==> src/rtl/axis_burst_scheduler.sv <==
// axis_burst_scheduler: triggered burst framer for a free-running AXI4-Stream source.
// Drops pre-delay and inter-packet gap samples, forwards npkt packets of len beats with tlast.
module axis_burst_scheduler #(
  parameter int AXIS_TDATA_WIDTH = 32,
  parameter int CNTR_WIDTH       = 32,
  parameter int PKT_WIDTH        = 16
) (
  input  logic                        aclk,
  input  logic                        aresetn,
  input  logic [CNTR_WIDTH-1:0]       cfg_len,
  input  logic [CNTR_WIDTH-1:0]       cfg_delay,
  input  logic [CNTR_WIDTH-1:0]       cfg_gap,
  input  logic [PKT_WIDTH-1:0]        cfg_npkt,
  input  logic                        trg_flag,
  output logic                        busy,
  output logic [PKT_WIDTH-1:0]        sts_data,
  output logic                        s_axis_tready,
  input  logic [AXIS_TDATA_WIDTH-1:0] s_axis_tdata,
  input  logic                        s_axis_tvalid,
  input  logic                        m_axis_tready,
  output logic [AXIS_TDATA_WIDTH-1:0] m_axis_tdata,
  output logic                        m_axis_tvalid,
  output logic                        m_axis_tlast
);
  typedef enum logic [1:0] {IDLE, DELAY, STREAM, GAP} state_t;
  state_t                state_q;
  logic                  trg_q;
  logic [CNTR_WIDTH-1:0] cnt_q, len_q, delay_q, gap_q;
  logic [PKT_WIDTH-1:0]  pkt_q, npkt_q;
  logic                  rise, stream, last, xfer, drop_done;
  logic [CNTR_WIDTH-1:0] drop_len;
  logic [PKT_WIDTH-1:0]  pkt_d;
  assign rise      = trg_flag & ~trg_q;
  assign stream    = state_q == STREAM;
  assign last      = cnt_q == len_q - CNTR_WIDTH'(1);
  assign xfer      = stream & s_axis_tvalid & m_axis_tready;
  assign drop_len  = state_q == DELAY ? delay_q : gap_q;
  assign drop_done = cnt_q == drop_len - CNTR_WIDTH'(1);
  assign pkt_d     = pkt_q + PKT_WIDTH'(1);
  always_ff @(posedge aclk) begin
    if (!aresetn) begin
      state_q <= IDLE;
      trg_q   <= 1'b0;
      cnt_q   <= '0;
      pkt_q   <= '0;
      len_q   <= '0;
      delay_q <= '0;
      gap_q   <= '0;
      npkt_q  <= '0;
    end else begin
      trg_q <= trg_flag;
      case (state_q)
        IDLE: if (rise && cfg_len != '0 && cfg_npkt != '0) begin
          len_q   <= cfg_len;
          delay_q <= cfg_delay;
          gap_q   <= cfg_gap;
          npkt_q  <= cfg_npkt;
          cnt_q   <= '0;
          pkt_q   <= '0;
          state_q <= cfg_delay != '0 ? DELAY : STREAM;
        end
        DELAY, GAP: if (s_axis_tvalid) begin
          cnt_q   <= drop_done ? '0 : cnt_q + CNTR_WIDTH'(1);
          state_q <= drop_done ? STREAM : state_q;
        end
        STREAM: if (xfer) begin
          cnt_q <= last ? '0 : cnt_q + CNTR_WIDTH'(1);
          if (last) begin
            pkt_q   <= pkt_d;
            state_q <= pkt_d == npkt_q ? IDLE : gap_q != '0 ? GAP : STREAM;
          end
        end
        default: state_q <= IDLE;
      endcase
    end
  end
  // Outside STREAM the source is always drained so it never stalls.
  assign s_axis_tready = stream ? m_axis_tready : 1'b1;
  assign m_axis_tvalid = stream & s_axis_tvalid;
  assign m_axis_tlast  = stream & last;
  assign m_axis_tdata  = s_axis_tdata;
  assign busy          = state_q != IDLE;
  assign sts_data      = pkt_q;
endmodule

==> config.mk <==
export PLATFORM = sky130hd
export DESIGN_NAME = axis_burst_scheduler
export DESIGN_NICKNAME = d
export VERILOG_FILES = /design/src/rtl/axis_burst_scheduler.sv
export SDC_FILE = /design/constraint.sdc
export NUM_CORES = 1
export LEC_CHECK = 0
export BUFFER_PORTS_ARGS = -buffer_cell sky130_fd_sc_hd__clkbuf_2
export CAP_MARGIN = 10
export CELL_PAD_IN_SITES_DETAIL_PLACEMENT = 1
export CELL_PAD_IN_SITES_GLOBAL_PLACEMENT = 2
export CORE_MARGIN = 10
export CORE_UTILIZATION = 30
export CTS_BUF_LIST = sky130_fd_sc_hd__clkbuf_4 sky130_fd_sc_hd__clkbuf_8
export CTS_CLUSTER_DIAMETER = 40
export DETAILED_ROUTE_END_ITERATION = 7
export PLACE_DENSITY_LB_ADDON = 0.05
export SYNTH_ARGS = -nofsm -noshare
export SYNTH_HDL_FRONTEND = slang
export SYNTH_SLANG_ARGS = --single-unit
==> constraint.sdc <==
create_clock -name aclk -period 13.09 [get_ports aclk]
set_input_delay 2.618 -clock aclk [delete_from_list [all_inputs] [get_ports aclk]]
set_output_delay 2.618 -clock aclk [all_outputs]
set_load 0.01 [all_outputs]
==> key figures, run 1 <==
CTS
  • # resized after CTS: 0
  • H-tree Lvls: 4
  • Sink Count: roughly 160
  • Postcts setup bufs: 0
  • CTS tree: done
  • Root Driver: clkbuf_8
  • Hold Buf Count CTS: 0
  • Clock buffer depth: 2
  • Clk slew on worst S/H paths: around 0.10 ns
  • Clock latency on the worst-skew pair: 0.51 ns
  • Num CTS Buffers: 17

Synthesis
  • Area leader, netlist: dfxtp_1
  • Synth top area cells: dfxtp_1, mux2i_1, nor2b_1
  • Synth Warn #: 0
  • Most used DFF post-synth: dfxtp_1
  • Top cells by count, synth: dfxtp_1, mux2i_1, nor2b_1, xnor2_1, nand2_1
  • Most common cell in the netlist: dfxtp_1
  • Avg Cell Area, Syn: 8.47 um^2
  • Distinct cells, synth: 74
  • Seq cells post-synth: roughly 160
  • Seq/Total Area, Yosys: 29.8%
  • Mapped Nets: between 1000 and 1500
  • Count of flip-flops with a built-in enable after synthesis: 0
  • Post-synth top area share: between 20% and 30%
  • Post-Synthesis Cells: around 1300
  • Share of flip-flops with an asynchronous set or reset: 0%
  • Post-Syn Area: 11000 um^2

Route
  • Routed wire length: about 40000 um
  • # DRC: 0
  • Avg WL per Cell: approximately 22 um
  • Drt first pass iters: 4
  • Antenna viol nets, final: 0
  • Initial DRC Count: 480
  • Via/cell ratio: 5.28
  • Routed vias: roughly 9500

GRT
  • Global Route Usage Sum: a little under a fifth
  • Vias in the first global route: just over 10000
  • Initial antenna violation count: 0
  • Largest net degree at the start of global routing: between 100 and 150
  • Wire length of the first global-routing pass: around 62000 um
  • Grt ovf: 0

Floorplanning
  • Die W: approximately 210 um
  • Core area: about 36000 um^2
  • Starting Density: a little under a third
  • FP Rows: 69
  • Io pins: around 200
  • Die Y: 211 um
  • Die area: around 45000 um^2

Layout
  • Synth-to-Final Area Change: 10.7%
  • Fraction of layout cells with a size suffix above 1: between 15 and 20%
  • Final net count: 1485

Power
  • P_leak: 4.99 nW
  • Cell area power density: ~160 nW/um^2
  • Worst ir drop on vdd: approximately 0.080 mV

STA
  • Number of setup violations in the final report: 0
  • Worst Skew: 0.0140 ns
  • Smallest setup slack after layout: around 6.3 ns
  • TNS Setup: 0 ns
  • Rel. slew slack: between 20% and 30%
  • Post-layout min period: just under 7 ns
  • Max Slew Vio Count: 0
  • Final Hold Vio Count: 0
  • FMAX: ~0.15 GHz
  • RSZ-0062 raised after global routing: no
  • Tcrit/Tclk final: between 50 and 60%
  • Worst Tran Pin Value: about 1.1 ns

Placement
  • DPL Wire Length: 30700 um
  • DP Worst Slack: slightly below 7 ns
  • Routability cong.: between 0.7 and 0.8
  • IO Port Bufs: ~140

Worst hold path
  • HP Class: register to register

Worst setup path
  • Worst Path Max Fanout: 8
  • Worst EP required: 10.47 ns
  • CP endpoint kind: output pin
  • Crit path DAT: around 4.2 ns
  • CP Launch Type: register
  • Setup Crit Path Kind: register to output pin

Run
  • MaxCap Viol Count: 0

Outcome
  • Outcome: finished, final reports clean
[path summary, 6_finish.rpt]
check	slack [ns]	startpoint	to	cells past startpoint
hold / removal	0.53	sts_data[12]$_SDFFE_PN0P_	sts_data[12]$_SDFFE_PN0P_	2
setup reg to reg	7.35	state_q[0]$_SDFFE_PN0P_	cnt_q[1]$_SDFFE_PN0P_	13
setup / recovery	6.25	len_q[0]$_SDFFE_PN0P_	m_axis_tlast	11
hold reg to reg	0.53	sts_data[12]$_SDFFE_PN0P_	sts_data[12]$_SDFFE_PN0P_	2
[per-stage QoR]
stage          cell area [um^2]  instances  hold WS, ns  util (%)  power [mW]
6_report                  12100       1807        0.534      33.9        1.90
5_1_grt                   12100       1806        0.573      33.9        2.03
4_1_cts                   12100       1806        0.539      33.9        1.92
3_5_place_dp              11700       1774        0.523      32.6        1.48
3_3_place_gp              11700       1774        0.510      32.6        1.47
2_1_floorplan             11000       1295        0.485         -        1.25
[power breakdown]
part / internal (mW) / total (mW) / switching, mW
sequential: 0.547 / 0.622 / 0.0748
clock: 0.213 / 0.438 / 0.225
combinational: 0.349 / 0.838 / 0.488
[state kept, by name, summed over array words and instances (netlist names)]
| register | count |
|---|---|
| cnt_q | 32 |
| state_q | 2 |
| delay_q | 32 |
| npkt_q | 16 |
| trg_q | 1 |
| sts_data | 16 |
| len_q | 32 |
| gap_q | 32 |
[cells in the final DEF, fill, tap and decap left out, types with 19 or more instances in the layout]
master	synthesis	final
a21o_1	21	21
a21oi_1	22	22
clkbuf_2	0	135
dfxtp_1	163	163
mux2i_1	159	159
nand2_1	70	70
nand3_1	39	39
nand4_1	19	19
nor2_1	58	58
nor2b_1	124	123
nor3_1	39	39
nor4_1	39	39
o21ai_0	35	35
or3_1	20	20
xnor2_1	79	79
xor2_1	41	41
[kinds of logic after synthesis]
family | Yosys count | share of synthesized area (%)
and+or+nand+nor | 513 | 26.9
AOI/OAI and AO/OA | 190 | 12.2
DFF | 163 | 29.8
muxes | 162 | 14.8
buffers and inverters | 143 | 6.23
xor gates and xnor gates | 120 | 9.58
adders and majority gates | 4 | 0.456
[worst max-delay path, stage by stage, from the launching register on]
cell	delay, ns
dfxtp_1	0.36
inv_1	0.07
ha_1	0.22
nor3b_1	0.76
nand2_1	0.44
or2_2	0.42
o21ai_0	0.18
a31oi_1	0.13
a2111oi_2	0.43
nand3_1	0.28
nor2_1	0.24
clkbuf_2	0.18
[routing by layer]
metal	GRT usage, %	wire length, um
met5	0	0
met4	4.87	694
met3	4.01	1550
met2	28.6	18300
met1	24.0	19200
[layout make-up]
class,count,area (um^2)
antenna,1,2.50
clock buffer,18,241
clock inverter,14,200
fill,4265,23700
inverter,16,60.1
multi-input combinational,989,7030
sequential,163,3260
tap,461,577
timing repair buffer,145,763
(Power assumes the default switching activity.)
==> run 2: changes to the inputs <==
==> constraint.sdc (replaced) <==
create_clock -name aclk -period 6.42 [get_ports aclk]
set_input_delay 1.284 -clock aclk [delete_from_list [all_inputs] [get_ports aclk]]
set_output_delay 1.284 -clock aclk [all_outputs]
set_load 0.01 [all_outputs]
==> key figures, run 2 (same netlist as run 1, synthesis figures left out) <==
Outcome
  • Outcome: finished, final reports clean (unchanged)

CTS
  • Clk slew on worst S/H paths: 0.09 ns (was 0.10 ns)
  • Hold Buf Count CTS: 0 (unchanged)
  • Sink Count: 163 (unchanged)
  • Postcts setup bufs: 0 (unchanged)
  • Root Driver: clkbuf_8 (unchanged)
  • Clock buffer depth: 2 (unchanged)
  • CTS tree: done (unchanged)
  • H-tree Lvls: 4 (unchanged)
  • Num CTS Buffers: 17 (unchanged)
  • # resized after CTS: 0 (unchanged)
  • Clock latency on the worst-skew pair: 0.51 ns (about the same)

Power
  • Final Power: 3.85 mW (was 1.90 mW)
  • Sw Share: 41.0% (was 41.5%)
  • P_leak: 5.01 nW (was 4.99 nW)
  • Comb power frac: 44.3% (was 44.2%)
  • Psw: 1.58 mW (was 0.788 mW)
  • Cell area power density: 317 nW/um^2 (was 156 nW/um^2)
  • Int Power: 2.27 mW (was 1.11 mW)
  • Sequential power share: 33.2% (was 32.8%)
  • Worst ir drop on vdd: 0.150 mV (was 0.0804 mV)
  • Clock share of power: 22.5% (was 23.1%)

Layout
  • Fraction of layout cells with a size suffix above 1: 16.3% (was 16.2%)
  • Final net count: 1488 (was 1485)
  • Synth-to-Final Area Change: 10.8% (was 10.7%)
  • # fillers: 4254 (was 4265)
  • Area occupied by registers: 3260 um^2 (unchanged)
  • Antenna cells: 0 (was 1)
  • Most common cell after layout, fill and taps aside: dfxtp_1 (unchanged)
  • Most frequent cells in the layout: dfxtp_1, mux2i_1, clkbuf_2 (unchanged)
  • Area taken by multi-input logic gates: 7030 um^2 (unchanged)
  • Final Instance Area: 12100 um^2 (about the same)
  • Finished Layout Cells: 1808 (was 1807)

Worst setup path
  • Bufs and invs on worst path: 0 (was 2)
  • CP endpoint kind: register (was output pin)
  • CP Launch Type: register (unchanged)
  • Slowest CP cell: a31o_1 (was nor3b_1)
  • RR Endpoint: cnt_q[1]$_SDFFE_PN0P_ (unchanged)
  • Worst R2R Start: state_q[0]$_SDFFE_PN0P_ (unchanged)
  • Worst EP required: 6.83 ns (was 10.47 ns)
  • Crit-path leading delay family: simple AND/OR/NAND/NOR gates (unchanged)
  • Crit path DAT: 5.82 ns (was 4.22 ns)
  • Worst Path Max Fanout: 20 (was 8)
  • Max incr delay on CP: 0.79 ns (was 0.76 ns)
  • Reg-to-reg slack, setup: 1.01 ns (was 7.35 ns)
  • Setup Crit Path Kind: register to register (was register to output pin)
  • Worst-path cell chain: nor2b_4 -> mux2i_1 -> ha_1 -> o211ai_1 -> nor4_2 -> nand2_1 -> mux2_2 -> or4_1 -> nor4b_2 -> a31o_1 -> a21oi_1 -> a22o_1 (was inv_1 -> ha_1 -> nor3b_1 -> nand2_1 -> or2_2 -> o21ai_0 -> a31oi_1 -> a2111oi_2 -> nand3_1 -> nor2_1 -> clkbuf_2)
  • Worst Reg-to-Reg Cells: 12 (was 13)

Placement
  • Routability cong.: 0.840 (was 0.787)
  • DPL Wire Length: 30600 um (was 30700 um)
  • Placed cells: 1777 (was 1774)
  • IO Port Bufs: 136 (unchanged)
  • DP Worst Slack: 1.00 ns (was 6.77 ns)
  • Placed cell areas: 11700 um^2 (about the same)

Route
  • Initial DRC Count: 446 (was 480)
  • Via/cell ratio: 5.30 (was 5.28)
  • # DRC: 0 (unchanged)
  • Routed wire length: 39500 um (was 39800 um)
  • Avg WL per Cell: 21.9 um (was 22.0 um)
  • Antenna viol nets, final: 0 (unchanged)
  • Drt first pass iters: 5 (was 4)
  • Routed vias: 9589 (was 9541)

STA
  • Smallest setup slack after layout: 1.01 ns (was 6.25 ns)
  • Max Slew Vio Count: 0 (unchanged)
  • RSZ-0062 raised after global routing: no (unchanged)
  • Rel. slew slack: 39.0% (was 26.2%)
  • Worst Tran Pin Value: 0.914 ns (was 1.10 ns)
  • Number of setup violations in the final report: 0 (unchanged)
  • FMAX: between 0.15 and 0.2 GHz
  • Tcrit/Tclk final: 84.2%
  • Worst Skew: 0.0143 ns (was 0.0140 ns)
  • Final Hold Vio Count: 0 (unchanged)
  • Post-layout min period: roughly 5.4 ns
  • TNS Setup: 0 ns (unchanged)

GRT
  • Largest net degree at the start of global routing: 114 (unchanged)
  • Initial antenna violation count: 0 (unchanged)
  • Global Route Usage Sum: 17.8% (was 18.0%)
  • Vias in the first global route: 9957 (was 10100)
  • Grt ovf: 0 (unchanged)
  • Wire length of the first global-routing pass: 61800 um (was 62400 um)

Floorplanning
  • Die area: 44600 um^2 (unchanged)
  • Io pins: 201 (unchanged)
  • FP Rows: 69 (unchanged)
  • Starting Density: 30.6% (unchanged)
  • Die W: 211 um (unchanged)
  • Die Y: 211 um (unchanged)
  • Core area: 35800 um^2 (unchanged)

Worst hold path
  • Hold Path Origin: delay_q[31]$_SDFFE_PN0P_ (was sts_data[12]$_SDFFE_PN0P_)
  • HP Class: register to register (unchanged)
  • Worst Hold Depth: 2 (unchanged)
  • Worst hold path endpoint: delay_q[31]$_SDFFE_PN0P_ (was sts_data[12]$_SDFFE_PN0P_)

Run
  • MaxCap Viol Count: 0 (unchanged)
## run 2: cell count changes in the layout (fill, tap and decap cells not counted)
cell	previous run	this run
clkinvlp_4	2	1
inv_6	5	3
clkinv_4	0	1
buf_4	9	12
clkbuf_8	17	18
diode_2	1	0
clkinv_2	2	3
inv_8	1	0
## run 2: through the flow
step / hold WS [ns] / utilization (%)
2_1_floorplan: 0.485 / -
3_3_place_gp: 0.501 / 32.7
3_5_place_dp: 0.527 / 32.7
4_1_cts: 0.546 / 33.9
5_1_grt: 0.582 / 33.9
6_report: 0.539 / 33.9
## run 2: layout make-up
cell class                 instances  area share, %
multi-input combinational        989           57.9
sequential                       163           26.9
tap                              461           4.75
timing repair buffer             148           6.47
inverter                          16          0.494
clock buffer                      19           2.10
clock inverter                    12           1.46
## run 2: power by group through the flow
stage	clock (mW)	combinational (mW)	sequential [mW]
2_1_floorplan	0	1.34	1.21
3_3_place_gp	0	1.71	1.30
3_5_place_dp	0	1.71	1.30
4_1_cts	0.908	1.71	1.28
5_1_grt	0.946	1.89	1.30
6_report	0.866	1.71	1.28
## run 2: how the worst max path moves through the flow
stage               cells after the start                     end               startpoint  slack, ns
global route                           12   cnt_q[1]$_SDFFE_PN0P_  state_q[0]$_SDFFE_PN0P_       0.53
global placement                       12   cnt_q[1]$_SDFFE_PN0P_  state_q[0]$_SDFFE_PN0P_       1.24
CTS                                     9            m_axis_tlast    len_q[4]$_SDFFE_PN0P_       0.96
finish                                 12   cnt_q[1]$_SDFFE_PN0P_  state_q[0]$_SDFFE_PN0P_       1.01
detailed placement                     12   cnt_q[1]$_SDFFE_PN0P_  state_q[0]$_SDFFE_PN0P_       1.00
floorplan                              19  cnt_q[15]$_SDFFE_PN0P_  state_q[0]$_SDFFE_PN0P_       1.85
## run 2: per-layer routing
metal	share of wire (%)	wire, um	vias up	track usage (%)
li1	-	-	4701	-
met1	49	19200	4714	23.4
met2	46	18200	142	28.7
met3	3.7	1450	32	4.09
met4	1.6	622	0	4.67
met5	0	0	-	0
## run 2: tightest hold or removal path, stage by stage (launching register included)
cell,delay [ns]
dfxtp_1,0.35
mux2i_1,0.07
nor2b_1,0.09
==> run 3: changes to the inputs <==
==> constraint.sdc (replaced) <==
create_clock -name aclk -period 5 [get_ports aclk]
set_input_delay 1 -clock aclk [delete_from_list [all_inputs] [get_ports aclk]]
set_output_delay 1 -clock aclk [all_outputs]
set_load 0.01 [all_outputs]
==> key figures, run 3 (same netlist as run 1, synthesis figures left out) <==
Placement
  • DP Worst Slack: 0.502 ns (was 1.00 ns)
  • IO Port Bufs: 136 (unchanged)
  • Routability cong.: 0.821 (was 0.840)
  • DPL Wire Length: 31200 um (was 30600 um)

GRT
  • Global Route Usage Sum: 18.1% (was 17.8%)
  • Vias in the first global route: 10100 (was 9957)
  • Grt peak-use layer: met2 (unchanged)
  • Met2 Usage GRT: 29.5% (was 28.7%)
  • Largest net degree at the start of global routing: 93 (was 114)
  • Met3 GRT Util: 3.78% (was 4.09%)
  • Initial antenna violation count: 0 (unchanged)
  • Grt ovf: 0 (unchanged)
  • GRT met1 Usage: 24.1% (was 23.4%)
  • Wire length of the first global-routing pass: 62400 um (was 61800 um)

Route
  • Initial DRC Count: 388 (was 446)
  • Drt first pass iters: 5 (unchanged)
  • Via/cell ratio: 5.23 (was 5.30)
  • Avg WL per Cell: 22.0 um (was 21.9 um)
  • Routed vias: 9510 (was 9589)
  • # DRC: 0 (unchanged)
  • Routed wire length: 40000 um (was 39500 um)
  • Antenna viol nets, final: 0 (unchanged)

STA
  • Worst Tran Pin Value: 0.859 ns (was 0.914 ns)
  • RSZ-0062 raised after global routing: no (unchanged)
  • Number of setup violations in the final report: 0 (unchanged)
  • Worst Skew: 0.0134 ns (was 0.0143 ns)
  • Post-layout min period: between 4 and 5 ns
  • Worst hold slack: 0.545 ns (was 0.539 ns)
  • Tcrit/Tclk final: 95.5%
  • Rel. slew slack: 42.2% (was 39.0%)
  • Final Hold Vio Count: 0 (unchanged)
  • Max Slew Vio Count: 0 (unchanged)
  • TNS Setup: 0 ns (unchanged)
  • FMAX: 0.210 GHz
  • Smallest setup slack after layout: 0.227 ns (was 1.01 ns)

Worst setup path
  • Bufs and invs on worst path: 1 (was 0)
  • Most common cell on crit path: nand3_2
  • Max incr delay on CP: 0.59 ns (was 0.79 ns)
  • Worst-path cell chain: nor4_2 -> nand3_2 -> or2_2 -> o21ai_0 -> a31oi_1 -> a2111oi_2 -> nand3_2 -> nor2_1 -> clkbuf_2 (was nor2b_4 -> mux2i_1 -> ha_1 -> o211ai_1 -> nor4_2 -> nand2_1 -> mux2_2 -> or4_1 -> nor4b_2 -> a31o_1 -> a21oi_1 -> a22o_1)
  • Slowest CP cell: nor4_2 (was a31o_1)
  • Worst EP required: 4.00 ns (was 6.83 ns)
  • Crit path DAT: 3.77 ns (was 5.82 ns)
  • Worst Path Max Fanout: 13 (was 20)
  • CP endpoint kind: output pin (was register)
  • Setup Crit Path Kind: register to output pin (was register to register)
  • Crit-path leading delay family: simple AND/OR/NAND/NOR gates (unchanged)
  • CP Launch Type: register (unchanged)

Power
  • Sw Share: 42.5% (was 41.0%)
  • Final Power: 4.90 mW (was 3.85 mW)
  • P_leak: 5.03 nW (was 5.01 nW)
  • Psw: 2.08 mW (was 1.58 mW)
  • Sequential power share: 33.2% (about the same)
  • Int Power: 2.82 mW (was 2.27 mW)
  • Clock share of power: 20.1% (was 22.5%)
  • Cell area power density: 401 nW/um^2 (was 317 nW/um^2)
  • Worst ir drop on vdd: 0.173 mV (was 0.150 mV)
  • Comb power frac: 46.7% (was 44.3%)

Run
  • MaxCap Viol Count: 0 (unchanged)

Floorplanning
  • Die Y: 211 um (unchanged)
  • Io pins: 201 (unchanged)
  • Die area: 44600 um^2 (unchanged)
  • FP Rows: 69 (unchanged)
  • Starting Density: 30.6% (unchanged)
  • Core area: 35800 um^2 (unchanged)
  • Die W: 211 um (unchanged)

CTS
  • Clk slew on worst S/H paths: 0.10 ns (was 0.09 ns)
  • Clock latency on the worst-skew pair: 0.50 ns (was 0.51 ns)
  • Root Driver: clkbuf_8 (unchanged)
  • Num CTS Buffers: 17 (unchanged)
  • H-tree Lvls: 4 (unchanged)
  • CTS tree: done (unchanged)
  • Sink Count: 163 (unchanged)
  • Clock buffer depth: 2 (unchanged)

Layout
  • Most common cell after layout, fill and taps aside: dfxtp_1 (unchanged)
  • Most frequent cells in the layout: dfxtp_1, mux2i_1, clkbuf_2 (unchanged)
  • Antenna cells: 0 (unchanged)
  • Fraction of layout cells with a size suffix above 1: 17.5% (was 16.3%)
  • Synth-to-Final Area Change: 11.5% (was 10.8%)
  • Final net count: 1499 (was 1488)

Outcome
  • Outcome: finished, final reports clean (unchanged)

Worst hold path
  • HP Class: register to register (unchanged)
## run 3: path summary, 6_finish.rpt
check / slack, ns / endpoint / from / depth (start not counted)
max: 0.23 / m_axis_tlast / len_q[4]$_SDFFE_PN0P_ / 9
min: 0.55 / sts_data[15]$_SDFFE_PN0P_ / sts_data[15]$_SDFFE_PN0P_ / 2
max reg2reg: 0.63 / cnt_q[15]$_SDFFE_PN0P_ / state_q[1]$_SDFFE_PN0P_ / 13
min reg2reg: 0.55 / sts_data[15]$_SDFFE_PN0P_ / sts_data[15]$_SDFFE_PN0P_ / 2
## run 3: final cells by class
type | count | area [um^2]
multi-input cells | 989 | 7070
inverters | 16 | 60.1
well taps | 461 | 577
clock inverters | 13 | 129
repair buffers | 159 | 893
clock buffers | 18 | 241
fillers | 4264 | 23600
flip-flops and latches | 163 | 3260
## run 3: repair_timing
| action | in CTS | in global routing |
|---|---|---|
| endpoints found under the setup margin | 1 | 1 |
| hold buffers | 0 | 0 |
| gates resized for setup | 1 | 6 |
| gates cloned | 0 | 0 |
| buffers inserted | 0 | 0 |
## run 3: power by group through the flow
| stage | Combinational, mW | Clock [mW] | Sequential (mW) |
|---|---|---|---|
| 6_report | 2.29 | 0.986 | 1.63 |
| 5_1_grt | 2.53 | 1.08 | 1.65 |
| 4_1_cts | 2.29 | 1.03 | 1.62 |
| 3_5_place_dp | 2.28 | 0 | 1.65 |
| 3_3_place_gp | 2.28 | 0 | 1.65 |
| 2_1_floorplan | 1.72 | 0 | 1.56 |
## run 3: through the flow
step                instances  instance area, um^2  utilization, %
global placement         1788                11800            33.0
detailed placement       1788                11800            33.0
floorplan                1295                11000               -
CTS                      1819                12200            34.0
finish                   1819                12200            34.1
global route             1819                12200            34.1
## run 3: metal layers
layer	part of all wire, %	up-vias
met5	0	-
met1	49	4644
met3	3.3	10
met4	0.79	0
met2	47	132
li1	-	4724
## run 3: worst min-delay path: cells and delay by family (launching register included)
family         cells  cell delay (ns)
AO/OA/AOI/OAI      2             0.15
flip-flops         1             0.37
